**src/rtl/pc_seq_ctrl_pkg.sv**
```systemverilog
// Shared LC-3 control encodings: opcodes, PC mux and EAB offset selects,
// and the bundle of strobes the sequencer decodes from its state.
package pc_seq_ctrl_pkg;

  localparam logic [3:0] OP_BR   = 4'b0000;
  localparam logic [3:0] OP_JMP  = 4'b1100;
  localparam logic [3:0] OP_JSR  = 4'b0100;
  localparam logic [3:0] OP_TRAP = 4'b1111;

  typedef enum logic [1:0] {
    SELPC_INC = 2'b00,
    SELPC_EAB = 2'b01,
    SELPC_BUS = 2'b10
  } selpc_e;

  typedef enum logic [1:0] {
    ADDR2_OFF9  = 2'b00,
    ADDR2_OFF11 = 2'b01,
    ADDR2_ZERO  = 2'b10
  } addr2_e;

  typedef struct packed {
    logic   ld_mar;
    logic   ld_mdr;
    logic   ld_ir;
    logic   ld_pc;
    logic   ld_r7;
    selpc_e sel_pc;
    addr2_e addr2_sel;
    logic   gate_pc;
    logic   gate_mdr;
    logic   gate_marmux;
    logic   gate_baser;
    logic   marmux_sel;
    logic   mem_en;
    logic   exec_start;
    logic   fault;
  } ctrl_t;

  // Branch enable: any requested condition code that is currently set.
  function automatic logic br_enable(input logic [2:0] cond, input logic [2:0] nzp);
    return |(cond & nzp);
  endfunction

endpackage

```
**src/rtl/pc_seq_ctrl_mem_wait_timer.sv**
```systemverilog
// Counts consecutive cycles without mem_r while the sequencer waits on memory
// and flags the deadline cycle; a zero timeout disables the flag entirely.
module mem_wait_timer #(
  parameter int MEM_TIMEOUT = 16,
  parameter int BUSY_W      = 5
) (
  input  logic clk,
  input  logic reset,
  input  logic waiting,
  input  logic mem_r,
  output logic timeout
);

  logic [BUSY_W-1:0] count_q;
  logic [BUSY_W-1:0] count_d;

  // Outside a wait state the count is held at zero, so every entry starts clean.
  always_comb begin
    count_d = '0;
    if (waiting && !mem_r) begin
      count_d = count_q + BUSY_W'(1);
    end
  end

  always_ff @(posedge clk or negedge reset) begin
    if (!reset) begin
      count_q <= '0;
    end else begin
      count_q <= count_d;
    end
  end

  generate
    if (MEM_TIMEOUT == 0) begin : g_no_timeout
      assign timeout = 1'b0;
    end else begin : g_timeout
      localparam logic [BUSY_W-1:0] LIMIT = BUSY_W'(MEM_TIMEOUT - 1);
      assign timeout = waiting && !mem_r && (count_q == LIMIT);
    end
  endgenerate

endmodule

```
**src/rtl/pc_seq_ctrl.sv**
```systemverilog
// LC-3 instruction-cycle sequencer: fetch, control-flow opcodes handled locally,
// everything else handed to the execute unit; memory waits guarded by a timer.
module pc_seq_ctrl
  import pc_seq_ctrl_pkg::*;
#(
  parameter int MEM_TIMEOUT = 16,
  parameter int BUSY_W      = 5
) (
  input  logic        clk,
  input  logic        reset,
  input  logic        run,
  input  logic [15:0] ir,
  input  logic [2:0]  nzp,
  input  logic        mem_r,
  input  logic        exec_done,
  output logic        ldMAR,
  output logic        ldMDR,
  output logic        ldIR,
  output logic        ldPC,
  output logic        ldR7,
  output logic [1:0]  selPC,
  output logic [1:0]  addr2_sel,
  output logic        gatePC,
  output logic        gateMDR,
  output logic        gateMARMUX,
  output logic        gateBaseR,
  output logic        marmux_sel,
  output logic        memEN,
  output logic        exec_start,
  output logic        fault,
  output logic [3:0]  state_dbg
);

  typedef enum logic [3:0] {
    S_FETCH1 = 4'd0,
    S_FETCH2 = 4'd1,
    S_FETCH3 = 4'd2,
    S_DECODE = 4'd3,
    S_BR     = 4'd4,
    S_JMP    = 4'd5,
    S_JSR    = 4'd6,
    S_JSR2   = 4'd7,
    S_TRAP1  = 4'd8,
    S_TRAP2  = 4'd9,
    S_TRAP3  = 4'd10,
    S_TRAP4  = 4'd11,
    S_EXEC   = 4'd12,
    S_FAULT  = 4'd13
  } state_e;

  state_e state_q;
  state_e state_d;
  logic   exec_busy_q;
  logic   exec_busy_d;
  logic   mem_waiting;
  logic   mem_timeout;
  ctrl_t  ctrl;
  logic   unused_ir;

  assign unused_ir   = ^ir[8:0];
  assign mem_waiting = (state_q == S_FETCH2) || (state_q == S_TRAP3);

  mem_wait_timer #(
    .MEM_TIMEOUT(MEM_TIMEOUT),
    .BUSY_W     (BUSY_W)
  ) u_timer (
    .clk    (clk),
    .reset  (reset),
    .waiting(mem_waiting),
    .mem_r  (mem_r),
    .timeout(mem_timeout)
  );

  always_ff @(posedge clk or negedge reset) begin
    if (!reset) begin
      state_q     <= S_FETCH1;
      exec_busy_q <= 1'b0;
    end else begin
      state_q     <= state_d;
      exec_busy_q <= exec_busy_d;
    end
  end

  always_comb begin
    state_d     = state_q;
    exec_busy_d = 1'b0;
    case (state_q)
      S_FETCH1: if (run) state_d = S_FETCH2;
      S_FETCH2: begin
        if (mem_r)            state_d = S_FETCH3;
        else if (mem_timeout) state_d = S_FAULT;
      end
      S_FETCH3: state_d = S_DECODE;
      S_DECODE: begin
        case (ir[15:12])
          OP_BR:   state_d = S_BR;
          OP_JMP:  state_d = S_JMP;
          OP_JSR:  state_d = S_JSR;
          OP_TRAP: state_d = S_TRAP1;
          default: state_d = S_EXEC;
        endcase
      end
      S_BR, S_JMP, S_JSR2, S_TRAP4: state_d = S_FETCH1;
      S_JSR:   state_d = S_JSR2;
      S_TRAP1: state_d = S_TRAP2;
      S_TRAP2: state_d = S_TRAP3;
      S_TRAP3: begin
        if (mem_r)            state_d = S_TRAP4;
        else if (mem_timeout) state_d = S_FAULT;
      end
      // exec_busy marks every cycle after the first, so exec_start is a single pulse.
      S_EXEC: begin
        if (exec_done) state_d = S_FETCH1;
        else           exec_busy_d = 1'b1;
      end
      S_FAULT: state_d = S_FAULT;
      default: state_d = S_FETCH1;
    endcase
  end

  // Strobes are gated by reset so nothing is issued while it is held low.
  always_comb begin
    ctrl = '0;
    if (reset) begin
      case (state_q)
        S_FETCH1: begin
          if (run) begin
            ctrl.gate_pc = 1'b1;
            ctrl.ld_mar  = 1'b1;
            ctrl.ld_pc   = 1'b1;
            ctrl.sel_pc  = SELPC_INC;
          end
        end
        S_FETCH2, S_TRAP3: begin
          ctrl.mem_en = 1'b1;
          ctrl.ld_mdr = mem_r;
        end
        S_FETCH3: begin
          ctrl.gate_mdr = 1'b1;
          ctrl.ld_ir    = 1'b1;
        end
        S_BR: begin
          if (br_enable(ir[11:9], nzp)) begin
            ctrl.ld_pc     = 1'b1;
            ctrl.sel_pc    = SELPC_EAB;
            ctrl.addr2_sel = ADDR2_OFF9;
          end
        end
        S_JMP: begin
          ctrl.gate_baser = 1'b1;
          ctrl.ld_pc      = 1'b1;
          ctrl.sel_pc     = SELPC_BUS;
        end
        S_JSR, S_TRAP2: begin
          ctrl.gate_pc = 1'b1;
          ctrl.ld_r7   = 1'b1;
        end
        S_JSR2: begin
          ctrl.ld_pc = 1'b1;
          if (ir[11]) begin
            ctrl.sel_pc    = SELPC_EAB;
            ctrl.addr2_sel = ADDR2_OFF11;
          end else begin
            ctrl.gate_baser = 1'b1;
            ctrl.sel_pc     = SELPC_BUS;
            ctrl.addr2_sel  = ADDR2_ZERO;
          end
        end
        S_TRAP1: begin
          ctrl.gate_marmux = 1'b1;
          ctrl.marmux_sel  = 1'b1;
          ctrl.ld_mar      = 1'b1;
        end
        S_TRAP4: begin
          ctrl.gate_mdr = 1'b1;
          ctrl.ld_pc    = 1'b1;
          ctrl.sel_pc   = SELPC_BUS;
        end
        S_EXEC:  ctrl.exec_start = !exec_busy_q;
        S_FAULT: ctrl.fault      = 1'b1;
        default: ctrl = '0;
      endcase
    end
  end

  assign ldMAR      = ctrl.ld_mar;
  assign ldMDR      = ctrl.ld_mdr;
  assign ldIR       = ctrl.ld_ir;
  assign ldPC       = ctrl.ld_pc;
  assign ldR7       = ctrl.ld_r7;
  assign selPC      = ctrl.sel_pc;
  assign addr2_sel  = ctrl.addr2_sel;
  assign gatePC     = ctrl.gate_pc;
  assign gateMDR    = ctrl.gate_mdr;
  assign gateMARMUX = ctrl.gate_marmux;
  assign gateBaseR  = ctrl.gate_baser;
  assign marmux_sel = ctrl.marmux_sel;
  assign memEN      = ctrl.mem_en;
  assign exec_start = ctrl.exec_start;
  assign fault      = ctrl.fault;
  assign state_dbg  = reset ? state_q : 4'd0;

endmodule

```
**config.mk**
```make
export PLATFORM = sky130hd
export DESIGN_NAME = pc_seq_ctrl
export DESIGN_NICKNAME = d
export VERILOG_FILES = /design/src/rtl/pc_seq_ctrl_pkg.sv /design/src/rtl/pc_seq_ctrl_mem_wait_timer.sv /design/src/rtl/pc_seq_ctrl.sv
export SDC_FILE = /design/constraint.sdc
export NUM_CORES = 1
export LEC_CHECK = 0
export CAP_MARGIN = 20
export CORE_MARGIN = 5
export CORE_UTILIZATION = 39
export DETAILED_ROUTE_END_ITERATION = 7
export PLACE_DENSITY = 0.89
export SYNTH_ARGS = -nofsm -noshare
export SYNTH_HDL_FRONTEND = slang
export SYNTH_SLANG_ARGS = --single-unit
```
**constraint.sdc**
```tcl
create_clock -name clk -period 2.3 [get_ports clk]
set_clock_uncertainty 0.15 [all_clocks]
set_input_delay 0.69 -clock clk [delete_from_list [all_inputs] [get_ports clk]]
set_output_delay 0.69 -clock clk [all_outputs]
set_load 0.1 [all_outputs]
```
==> reports/qor.yml, run 1 <==
synthesis:
  synthSimpleGateAreaFrac_pct: 31.8
  yosysWarningCount: 0
  synth_top_family_by_area: "simple AND/OR/NAND/NOR gates"
  synth_fp_nets: 146
  synth_cell_type_count: 39
  synth_cells: 120
  synthesis.area_sq_um: 892
  synth_xor_area_share_pct: 2.95
  synth_compound_area_share_pct: 22.9
  synth-adder-area-share_pct: 2.81
  synth-seq-area-share_pct: 28.1
  ys_ff_latch: 10
  synth_area_per_cell_sq_um: 7.43
  synth_mux_area_share_pct: 2.24
clock_tree:
  cts-htree-levels: 1
  ctsResizeCount: 81
  clock_path_buffers: 2
  cts_sinks: 10
  holdBufCountCts: 0
  cts_setup_buffers: 21
  ctsRootBufferMaster: "clkbuf_4"
  cts_buffers: 3
placement:
  dpl-instance-area_sq_mm: 0.00179
  numPortBuffers: 35
  placed_cells: 195
  place.gp.congestion: 0.799
  place_ws_ps: -826
  hpwl_mm: 2.81
die:
  initial_core_util_pct: 40.7
  boundaryPins: 45
  die_w_microns: 57.8
  die_y_microns: 57.8
  std_cell_rows: 17
run_status:
  error: "[ERROR DPL-0033] detailed placement checks failed during check placement."
  haltStage: "clock tree synthesis (4_1_cts)"
  status: "aborted with a tool error"
cells by family after synthesis:
logic type	after synthesis
adders and majority gates	2
muxes	2
xor gates and xnor gates	3
buffers and inverters	19
DFF	10
AOI/OAI and AO/OA	30
and+or+nand+nor	54
cell usage after synthesis:
| cell type | count | area, sq um |
|---|---|---|
| nor2_1 | 15 | 56.3 |
| dfrtp_1 | 10 | 250 |
| inv_1 | 9 | 33.8 |
| nand2_1 | 7 | 26.3 |
| nor3_1 | 7 | 35.0 |
| a21oi_1 | 6 | 30.0 |
| clkbuf_1 | 5 | 18.8 |
| o21ai_0 | 5 | 25.0 |
| a31oi_1 | 3 | 18.8 |
| and2_1 | 3 | 18.8 |
| buf_2 | 3 | 15.0 |
| nand2b_1 | 3 | 18.8 |
| nor2b_1 | 3 | 18.8 |
| nor4_1 | 3 | 18.8 |
| a32oi_1 | 2 | 17.5 |
| and3_1 | 2 | 12.5 |
| buf_4 | 2 | 15.0 |
| ha_1 | 2 | 25.0 |
| mux2i_1 | 2 | 20.0 |
| nand3_1 | 2 | 10.0 |
| nand4_1 | 2 | 12.5 |
| nor3b_1 | 2 | 15.0 |
| o211a_1 | 2 | 20.0 |
| o211ai_1 | 2 | 15.0 |
| o22ai_1 | 2 | 12.5 |
| or3_1 | 2 | 12.5 |
| xor2_1 | 2 | 17.5 |
| a221o_1 | 1 | 10.0 |
| a221oi_1 | 1 | 8.76 |
| a222oi_1 | 1 | 10.0 |
| a22oi_1 | 1 | 7.51 |
| a41oi_1 | 1 | 8.76 |
| and2b_2 | 1 | 8.76 |
| nand3b_1 | 1 | 7.51 |
| nor3b_2 | 1 | 12.5 |
| o21a_1 | 1 | 7.51 |
| o21ai_1 | 1 | 5.00 |
| o21bai_1 | 1 | 7.51 |
| xnor2_1 | 1 | 8.76 |
stage by stage:
step | hold slack, ps | utilization (%)
2_1_floorplan | 244 | -
3_5_place_dp | 325 | 81.7
3_3_place_gp | 296 | 81.7
==> inputs of run 2 (changes only) <==
Settings changed: CORE_AREA from default to 5 5 66 68, CORE_MARGIN 5 to default, CORE_UTILIZATION 39 to default, DIE_AREA from default to 0 0 71 73, PLACE_DENSITY 0.89 to default, PLACE_DENSITY_LB_ADDON from default to 0.15.
==> run 2 against run 1 <==
Net effect:
- the flow now finishes, with violations (negative setup slack)
- area after synthesis did not move
- synthesized cell count did not move
==> reports/qor.yml, run 2 <==
power_and_ir_drop:
  switchingPower_mw: 1.53
  irDropWorstVdd_uv: 513
  p_sw_share_pct: 51.3
  p_clk_share_pct: 6.2
  p_seq_share_pct: 11.1
  combPwrFrac_pct: 82.6
  powerDensity_mw_per_mm2: 1280
  cellLeakagePower_nw: 0.943
  p_int_mw: 1.45
layout:
  n_antenna_cell: 0
  regMostFlops: "u_timer.count_q"
  layout_common_cells: "30 x buf_4, 23 x buf_12, 18 x buf_6, 10 x nor2_1"
  largest_reg_flops: 5
  layout-drive-gt1-share_pct: 66.0
  largest_registers: "u_timer.count_q: 5 flops, state_q: 4 flops, exec_busy_q: 1 flops"
  fin_nets: 225
  stdcell_count: 247
  syn_to_final_growth_pct: 161
  layout_commonest_cell: "buf_4"
synthesis:
  synth-edff-count: 0
  yosysTopAreaCellShare_pct: 28.1
  yosysTopAreaCell: "dfrtp_1"
  synth.most_common_cell: "nor2_1"
  synth_cell_type_count: 39
  synth_fp_nets: 146
  ys_async_sr_fraction_pct: 100
  synth-seq-area-share_pct: 28.1
  yosysWarningCount: 0
  synth_common_cells: "15 x nor2_1, 10 x dfrtp_1, 9 x inv_1"
  synth_area_per_cell_sq_um: 7.43
  synth_cells: 120
  synthesis.area_sq_um: 892
  synth_area_leaders: "dfrtp_1 28%, nor2_1 6.3%, nor3_1 3.9%"
  ys_ff_latch: 10
  synthFlopType: "dfrtp_1"
placement:
  hpwl_mm: 2.58
  place.gp.congestion: 0.841
  placed_cells: 223
  numPortBuffers: 35
setup_path:
  critPathMaxFanout: 2
  cp_top_family: "compound AO/OA/AOI/OAI gates"
  cp-start-kind: "primary input"
  path_buf_inv: 3
  critPathSlowestCell: "a222oi_1"
  arrival_ps: 1750
  cp_data_required_time_ps: 1460
  endpoint_kind: "primary output"
  path_cells: "buf_6 > a222oi_1 > buf_4 > o22ai_2 > o211a_4 > buf_12"
  slowest_delay_ps: 320
  worstSetupPathType: "primary input to primary output"
sta:
  min_period_ps: 2590
  max_clock_freq_ghz: 0.385
  fin_crit_sh_pct: 113
  slew_violations: 0
  rsz0062_at_grt: "yes"
  tightest_slew_ps: 479
  timing.hold.ws_ps: 323
  fin_ws_ps: -294
  setup_violations: 13
  slew_headroom_pct: 67.8
  finalHoldViolCount: 0
global_route:
  grt_pass1_vias: 1343
  grt_max_degree: 13
  track_usage_pct: 14.8
  antenna_found_initial: 0
  grt_overflow_total: 0
  grt_pass1_wl_mm: 6.14
drt:
  wirelength_mm: 3.70
  drt_pre_antenna_iters: 5
  detail_route.wl_per_cell_microns: 15.0
  route.vias.total: 1262
  ant_nets: 0
  drc: 0
  post_drt_via_cell_ratio: 5.11
  drtIter0Drc: 38
clock_tree:
  cts-htree-levels: 1
  clkTransAtPathRegs_ps: 50
  ctsRootBufferMaster: "clkbuf_8"
  clock_path_buffers: 2
  cts_buffers: 3
  clkLatencyLatePin_ps: 240
  cts_tree: "done"
  holdBufCountCts: 0
  cts_sinks: 10
run:
  cap_violations: 0
die:
  boundaryPins: 45
  core_sq_mm: 0.00380
  std_cell_rows: 23
  initial_core_util_pct: 23.5
  die_w_microns: 71
  die-area_sq_mm: 0.00518
  die_y_microns: 73
run_status:
  violations: "negative setup slack"
  status: "finished, violations left"
hold_path:
  hold_path_class: "flip-flop to flip-flop"
[run 2: area by class of cell]
| class | count | area (sq um) |
|---|---|---|
| fillers | 325 | 1470 |
| repair buffers | 84 | 1030 |
| multi-input cells | 91 | 895 |
| flip-flops and latches | 10 | 255 |
| well taps | 50 | 62.6 |
| inverters | 9 | 45.0 |
| clock buffers | 3 | 41.3 |
[run 2: power by group through the flow]
stage | Combinational (mW) | Sequential [mW] | Clock, mW
floorplan | 1.31 | 0.265 | 0
global placement | 1.87 | 0.299 | 0
detailed placement | 1.89 | 0.302 | 0
CTS | 2.25 | 0.312 | 0.192
global route | 2.58 | 0.341 | 0.204
finish | 2.46 | 0.331 | 0.186
[run 2: worst register-to-register path: cells and delay by family (launching register included)]
kind                   cells  cell delay [ps]
AOI/OAI and AO/OA          2              400
DFF                        1              500
buffers and inverters      2              300
and+or+nand+nor            2              440
[run 2: cells by family after synthesis]
family | Yosys count | synth area share (%)
AND/OR/NAND/NOR | 54 | 31.8
AO/OA/AOI/OAI | 30 | 22.9
buffers and inverters | 19 | 9.26
flip-flops | 10 | 28.1
XOR/XNOR | 3 | 2.95
multiplexers | 2 | 2.24
adder cells (fa/ha/maj) | 2 | 2.80
[run 2: what timing repair did]
action                     CTS  global route
setup endpoints to repair   21            18
setup buffers               15             7
resized for setup           73            19
pin swaps                   15            12
gates cloned                 1             0
[run 2: worst paths after layout]
| kind | from | to | slack (ps) | cells after the start |
|---|---|---|---|---|
| max in group asynchronous | reset | u_timer.count_q[3] | 1440 | 4 |
| min in group asynchronous | reset | state_q[2] | 340 | 3 |
| worst max register to register | state_q[0] | state_q[0] | 430 | 6 |
| worst max-delay path | ir[9] | ldPC | -290 | 6 |
| worst min register to register | u_timer.count_q[0] | u_timer.count_q[0] | 320 | 1 |
| worst min-delay path | u_timer.count_q[0] | u_timer.count_q[0] | 320 | 1 |
[run 2: stage by stage]
step	setup WS [ps]	power [mW]	TNS [ps]	instance area (sq um)	utilization, %
2_1_floorplan	-641	1.57	-2970	1140	-
3_3_place_gp	-624	2.17	-9320	1880	49.4
3_5_place_dp	-679	2.19	-9410	1880	49.4
4_1_cts	-304	2.76	-1400	2220	58.5
5_1_grt	-348	3.13	-2400	2330	61.3
6_report	-294	2.98	-1390	2330	61.3
[run 2: metal layers]
| layer | wire length [microns] | track usage [%] | vias up |
|---|---|---|---|
| met5 | 0 | 0 | - |
| met4 | 148 | 7.10 | 0 |
| met3 | 174 | 2.48 | 18 |
| met2 | 2070 | 30.0 | 53 |
| met1 | 1300 | 14.3 | 608 |
| li1 | - | - | 583 |
(Power assumes the default switching activity.)
